**src/rtl/router_fifo_if.sv**
```systemverilog
// rtl/router_fifo_if.sv - router FIFO handshake bundle; overflow present under ROUTER_FIFO_OVF_FLAG_EN
interface router_fifo_if;
    logic       soft_reset;
    logic       write_enb;
    logic       read_enb;
    logic       lfd_state;
    logic [7:0] data_in;
    logic [7:0] data_out;
    logic       data_valid;
    logic       pkt_busy;
    logic       full;
    logic       empty;
`ifdef ROUTER_FIFO_OVF_FLAG_EN
    logic       overflow;

    modport master (
        output soft_reset, write_enb, read_enb, lfd_state, data_in,
        input  data_out, data_valid, pkt_busy, full, empty, overflow
    );
    modport slave (
        input  soft_reset, write_enb, read_enb, lfd_state, data_in,
        output data_out, data_valid, pkt_busy, full, empty, overflow
    );
`else
    modport master (
        output soft_reset, write_enb, read_enb, lfd_state, data_in,
        input  data_out, data_valid, pkt_busy, full, empty
    );
    modport slave (
        input  soft_reset, write_enb, read_enb, lfd_state, data_in,
        output data_out, data_valid, pkt_busy, full, empty
    );
`endif
endinterface

```
**src/rtl/router_fifo.sv**
```systemverilog
// rtl/router_fifo.sv - 16x9 packet FIFO with header-driven busy counter; overflow flag via ROUTER_FIFO_OVF_FLAG_EN
module router_fifo (
    input  logic         clk,
    input  logic         reset,
    router_fifo_if.slave bus
);
    logic [8:0] mem [16];

    logic [4:0] wr_ptr_q, wr_ptr_d;
    logic [4:0] rd_ptr_q, rd_ptr_d;
    logic [6:0] cnt_q, cnt_d;
    logic [7:0] dout_q, dout_d;
    logic       valid_q, valid_d;
    logic       busy_q, busy_d;
    logic       full, empty;
    logic       do_wr, do_rd;
    logic [8:0] rd_entry;

    assign empty    = (wr_ptr_q == rd_ptr_q);
    assign full     = (wr_ptr_q[3:0] == rd_ptr_q[3:0]) && (wr_ptr_q[4] != rd_ptr_q[4]);
    assign do_wr    = bus.write_enb && !full && !bus.soft_reset;
    assign do_rd    = bus.read_enb && !empty;
    assign rd_entry = mem[rd_ptr_q[3:0]];

    always_comb begin
        wr_ptr_d = wr_ptr_q;
        rd_ptr_d = rd_ptr_q;
        cnt_d    = cnt_q;
        dout_d   = dout_q;
        valid_d  = 1'b0;
        if (bus.soft_reset) begin
            wr_ptr_d = 5'd0;
            rd_ptr_d = 5'd0;
            cnt_d    = 7'd0;
            dout_d   = 8'h00;
        end else begin
            if (do_wr) wr_ptr_d = wr_ptr_q + 5'd1;
            if (do_rd) begin
                rd_ptr_d = rd_ptr_q + 5'd1;
                dout_d   = rd_entry[7:0];
                valid_d  = 1'b1;
                // Header length field counts payload bytes; +1 covers the trailing parity byte.
                if (rd_entry[8])
                    cnt_d = {1'b0, rd_entry[7:2]} + 7'd1;
                else if (cnt_q != 7'd0)
                    cnt_d = cnt_q - 7'd1;
            end
        end
        busy_d = (cnt_d != 7'd0);
    end

    always_ff @(posedge clk or posedge reset) begin
        if (reset) begin
            wr_ptr_q <= 5'd0;
            rd_ptr_q <= 5'd0;
            cnt_q    <= 7'd0;
            dout_q   <= 8'h00;
            valid_q  <= 1'b0;
            busy_q   <= 1'b0;
        end else begin
            wr_ptr_q <= wr_ptr_d;
            rd_ptr_q <= rd_ptr_d;
            cnt_q    <= cnt_d;
            dout_q   <= dout_d;
            valid_q  <= valid_d;
            busy_q   <= busy_d;
        end
    end

    // Storage is not reset; the pointers alone define which entries are live.
    always_ff @(posedge clk) begin
        if (do_wr) mem[wr_ptr_q[3:0]] <= {bus.lfd_state, bus.data_in};
    end

`ifdef ROUTER_FIFO_OVF_FLAG_EN
    logic ovf_q, ovf_d;

    always_comb begin
        ovf_d = ovf_q | (bus.write_enb & full);
        if (bus.soft_reset) ovf_d = 1'b0;
    end

    always_ff @(posedge clk or posedge reset) begin
        if (reset) ovf_q <= 1'b0;
        else       ovf_q <= ovf_d;
    end

    assign bus.overflow = ovf_q;
`endif

    assign bus.data_out   = dout_q;
    assign bus.data_valid = valid_q;
    assign bus.pkt_busy   = busy_q;
    assign bus.full       = full;
    assign bus.empty      = empty;
endmodule

```
**src/flat_wrapper.sv**
```systemverilog
// flat-port wrapper written by rule: the top's interface ports become plain ports
module router_fifo_flat 
  (clk, reset, bus_soft_reset, bus_write_enb, bus_read_enb, bus_lfd_state, bus_data_in, bus_data_out, bus_data_valid, bus_pkt_busy, bus_full, bus_empty);
  router_fifo_if bus_i ();
  input  logic clk;
  input  logic reset;
  input wire logic [$bits(bus_i.soft_reset)-1:0] bus_soft_reset;
  input wire logic [$bits(bus_i.write_enb)-1:0] bus_write_enb;
  input wire logic [$bits(bus_i.read_enb)-1:0] bus_read_enb;
  input wire logic [$bits(bus_i.lfd_state)-1:0] bus_lfd_state;
  input wire logic [$bits(bus_i.data_in)-1:0] bus_data_in;
  output wire logic [$bits(bus_i.data_out)-1:0] bus_data_out;
  output wire logic [$bits(bus_i.data_valid)-1:0] bus_data_valid;
  output wire logic [$bits(bus_i.pkt_busy)-1:0] bus_pkt_busy;
  output wire logic [$bits(bus_i.full)-1:0] bus_full;
  output wire logic [$bits(bus_i.empty)-1:0] bus_empty;
  assign bus_i.soft_reset = bus_soft_reset;
  assign bus_i.write_enb = bus_write_enb;
  assign bus_i.read_enb = bus_read_enb;
  assign bus_i.lfd_state = bus_lfd_state;
  assign bus_i.data_in = bus_data_in;
  assign bus_data_out = bus_i.data_out;
  assign bus_data_valid = bus_i.data_valid;
  assign bus_pkt_busy = bus_i.pkt_busy;
  assign bus_full = bus_i.full;
  assign bus_empty = bus_i.empty;
  router_fifo u_core (.clk(clk), .reset(reset), .bus(bus_i));
endmodule
```
**config.mk**
```make
export PLATFORM = sky130hd
export DESIGN_NAME = router_fifo_flat
export DESIGN_NICKNAME = d
export VERILOG_FILES = /design/src/rtl/router_fifo_if.sv /design/src/rtl/router_fifo.sv /design/src/flat_wrapper.sv
export SDC_FILE = /design/constraint.sdc
export NUM_CORES = 1
export LEC_CHECK = 0
export CAP_MARGIN = 15
export CELL_PAD_IN_SITES_DETAIL_PLACEMENT = 0
export CELL_PAD_IN_SITES_GLOBAL_PLACEMENT = 1
export CORE_AREA = 2 2 121 123
export DETAILED_ROUTE_END_ITERATION = 12
export DIE_AREA = 0 0 123 125
export PLACE_DENSITY = 0.89
export SLEW_MARGIN = 10
export SYNTH_ARGS = -nofsm -noshare
export SYNTH_HDL_FRONTEND = slang
export SYNTH_SLANG_ARGS = --single-unit
export TNS_END_PERCENT = 10
```
**constraint.sdc**
```tcl
create_clock -name clk -period 4.38 [get_ports clk]
set_input_delay 1.314 -clock clk [delete_from_list [all_inputs] [get_ports clk]]
set_output_delay 1.314 -clock clk [all_outputs]
set_load 0.01 [all_outputs]
```
==> results.sh <==
export IMPL_status="completed"
export IMPL_post_cts_setup_buffers=0
export IMPL_final_setup_viol_count=0
export IMPL_maxSlewViolCount=0
export IMPL_dpl_hpwl_microns=9810
export IMPL_htree_num_levels=4
export IMPL_reg2reg_depth=10
export IMPL_antenna_cells=0
export IMPL_synth_edf_count=144
export IMPL_timing_fmax_mhz=267
export IMPL_post_cts_resized_instances=0
export IMPL_drive_gt1_frac=0.160
export IMPL_grt_max_degree=28
export IMPL_routed_wl_microns=15600
export IMPL_n_fill_cell=1046
export IMPL_dp_cells=670
export IMPL_cts_clk_slew_worst_paths_ns=0.06
export IMPL_drt_iter0_markers=383
export IMPL_instances_no_fill=703
export IMPL_yosysWarnings=0
export IMPL_dr_pass1_iters=5
export IMPL_ys_async_sr_fraction=0.158
export IMPL_synth_nets=480
export IMPL_syn_cell_area_sq_um=7210
export IMPL_crit_required_ns=3.07
export IMPL_rsz0062_at_grt="false"
export IMPL_clock_skew_ns=0.00922
export IMPL_power_leakage_nw=2.88
export IMPL_cell_internal_pwr_mw=3.06
export IMPL_period_share=0.854
export IMPL_synth_flop_cell="edfxtp_1"
export IMPL_seqCellArea_sq_um=5000
export IMPL_final_cell_mix="edfxtp_1, nor2_1, nand2_1, mux2i_1, buf_4"
export IMPL_die_h_microns=125
export IMPL_worst_pin_slew_ns=0.539
export IMPL_drcViolationCount=0
export IMPL_tns_ns=0
export IMPL_ys_types=49
export IMPL_finalPower_mw=4.07
export IMPL_p_clk_frac=0.366
export IMPL_cts_root_buf="clkbuf_16"
export IMPL_p_per_area_nw_per_um2=485
export IMPL_timing_worst_setup_path_type="reg -> out"
export IMPL_area_delta_synth_final_pct=16.4
export IMPL_rows=44
export IMPL_die_area_sq_um=15400
export IMPL_num_io_pins=26
export IMPL_hold_depth=2
export IMPL_antenna_found_initial=0
export IMPL_clk_latency_ns=0.43
export IMPL_drv_cap=0
export IMPL_core_sq_um=14200
export IMPL_wire_per_inst_microns=22.2
export IMPL_grt_pass1_vias=4260
export IMPL_critPathMaxFanout=15
export IMPL_end_kind="output pin"
export IMPL_postRouteAntennaNets=0
export IMPL_syn_avg_cell_area_sq_um=15.7
export IMPL_worst_endpoint_arrival_ns=2.43
export IMPL_grt_pass1_wl_microns=23900
export IMPL_cts_hold_buffers=0
export IMPL_period_needed_ns=3.74
export IMPL_nets=528
export IMPL_start_util=0.508
export IMPL_place_congestion=0.851
export IMPL_slew_headroom=0.640
export IMPL_vdd_drop_max_mv=0.302
export IMPL_cts_buffers=17
export IMPL_min_path_type="reg -> reg"
export IMPL_seq_area_frac_synth=0.694
export IMPL_gr_total_overflow=0
export IMPL_grt_usage=0.217
export IMPL_cts_max_path_buffers=2
export IMPL_port_buffers=25
export IMPL_vias_per_cell=5.95
export IMPL_p_seq_frac=0.457
export IMPL_combinationalPowerShare=0.177
export IMPL_startpoint_type="flip-flop"
export IMPL_switching_share=0.248
export IMPL_cts_sinks=171
export IMPL_hold_viol_final=0
export IMPL_final_core_utilization=0.591
export IMPL_cts_tree="yes"
export IMPL_multiInputGateArea_sq_um=2050
export IMPL_syn_inst=458
export IMPL_p_sw_mw=1.01
export IMPL_synth_seq_cells=171
export IMPL_fp_dieW_microns=123
export IMPL_vias=4184
export IMPL_layout_commonest_cell="edfxtp_1"
==> power groups by stage <==
| stage | combinational (mW) | clock, mW | sequential (mW) |
|---|---|---|---|
| 5_1_grt | 0.788 | 1.58 | 1.87 |
| 6_report | 0.720 | 1.49 | 1.86 |
| 2_1_floorplan | 0.508 | 0 | 1.89 |
| 3_3_place_gp | 0.705 | 0 | 1.89 |
| 4_1_cts | 0.717 | 1.51 | 1.86 |
| 3_5_place_dp | 0.712 | 0 | 1.89 |
==> critical path, stage by stage, from the launching register on <==
cell,delay (ns)
dfrtp_2,0.53
buf_4,0.32
xnor2_1,0.15
nand4_1,0.17
nand2b_1,0.21
inv_1,0.08
clkdlybuf4s50_1,0.53
==> cell usage after synthesis, types with 2 or more instances <==
library cell	instances	area (sq um)
mux4_2	20	450
dfrtp_1	27	676
nor2b_1	4	25.0
inv_1	7	26.3
and2_1	3	18.8
nor3_1	10	50.1
or4_1	2	15.0
o21ai_0	8	40.0
o22ai_1	3	18.8
xor2_1	9	78.8
nand2b_1	4	25.0
o21ai_1	2	10.0
o21a_1	2	15.0
nand4_1	5	31.3
clkbuf_1	14	52.6
buf_2	5	25.0
a21o_1	2	15.0
ha_1	8	100
a221oi_1	11	96.3
and3_1	6	37.5
a32oi_1	2	17.5
nor2_1	40	150
nand3b_1	2	15.0
mux2i_1	28	280
buf_4	2	15.0
nand2_1	31	116
a31oi_1	3	18.8
nand3_1	11	55.1
mux4_1	3	78.8
a22oi_1	7	52.6
a21oi_1	7	35.0
edfxtp_1	144	4320
xnor2_1	8	70.1
a211oi_1	2	15.0
buf_6	2	22.5
==> state kept, by name, summed over array words and instances (netlist names) <==
| signal | flops |
|---|---|
| u_core.bus.pkt_busy | 1 |
| u_core.bus.data_out | 8 |
| u_core.cnt_q | 7 |
| u_core.bus.data_valid | 1 |
| u_core.mem | 144 |
| u_core.wr_ptr_q | 5 |
| u_core.rd_ptr_q | 5 |
==> per-stage QoR <==
step | worst slack (ns) | instance area (sq um) | hold slack [ns]
4_1_cts | 0.583 | 8360 | 0.534
3_5_place_dp | 0.844 | 7770 | 0.526
5_1_grt | 0.457 | 8390 | 0.567
2_1_floorplan | 1.07 | 7210 | 0.524
6_report | 0.639 | 8390 | 0.531
3_3_place_gp | 0.857 | 7770 | 0.514
==> final timing paths <==
kind,start,endpoint,slack [ns]
max in group asynchronous,reset,u_core.rd_ptr_q[0],2.81
setup reg to reg,u_core.rd_ptr_q[0],u_core.bus.pkt_busy,0.97
hold reg to reg,u_core.bus.data_out[2],u_core.bus.data_out[2],0.53
min in group asynchronous,reset,u_core.wr_ptr_q[4],1.15
setup / recovery,u_core.rd_ptr_q[0],bus_full,0.64
hold / removal,u_core.bus.data_out[2],u_core.bus.data_out[2],0.53
==> layout make-up <==
type,count,area share
clock buffer,26,0.0607
clock inverter,6,0.0104
inverter,7,0.00313
multi-input combinational,255,0.244
sequential,171,0.596
tap,184,0.0274
timing repair buffer,54,0.0581
==> cell families after synthesis <==
logic type / share of synthesized area
DFF: 0.694
and+or+nand+nor: 0.0856
AOI/OAI and AO/OA: 0.0503
buffers and inverters: 0.0222
adders and majority gates: 0.0139
muxes: 0.114
xor gates and xnor gates: 0.0207
==> metal layers <==
layer | global-route usage | wire [microns] | vias up
li1 | - | - | 1866
met1 | 0.278 | 6350 | 2103
met2 | 0.352 | 7800 | 180
met3 | 0.0484 | 1010 | 35
met4 | 0.102 | 443 | 0
met5 | 0 | 0 | -
Note: power is estimated with default switching activity, not from simulation.
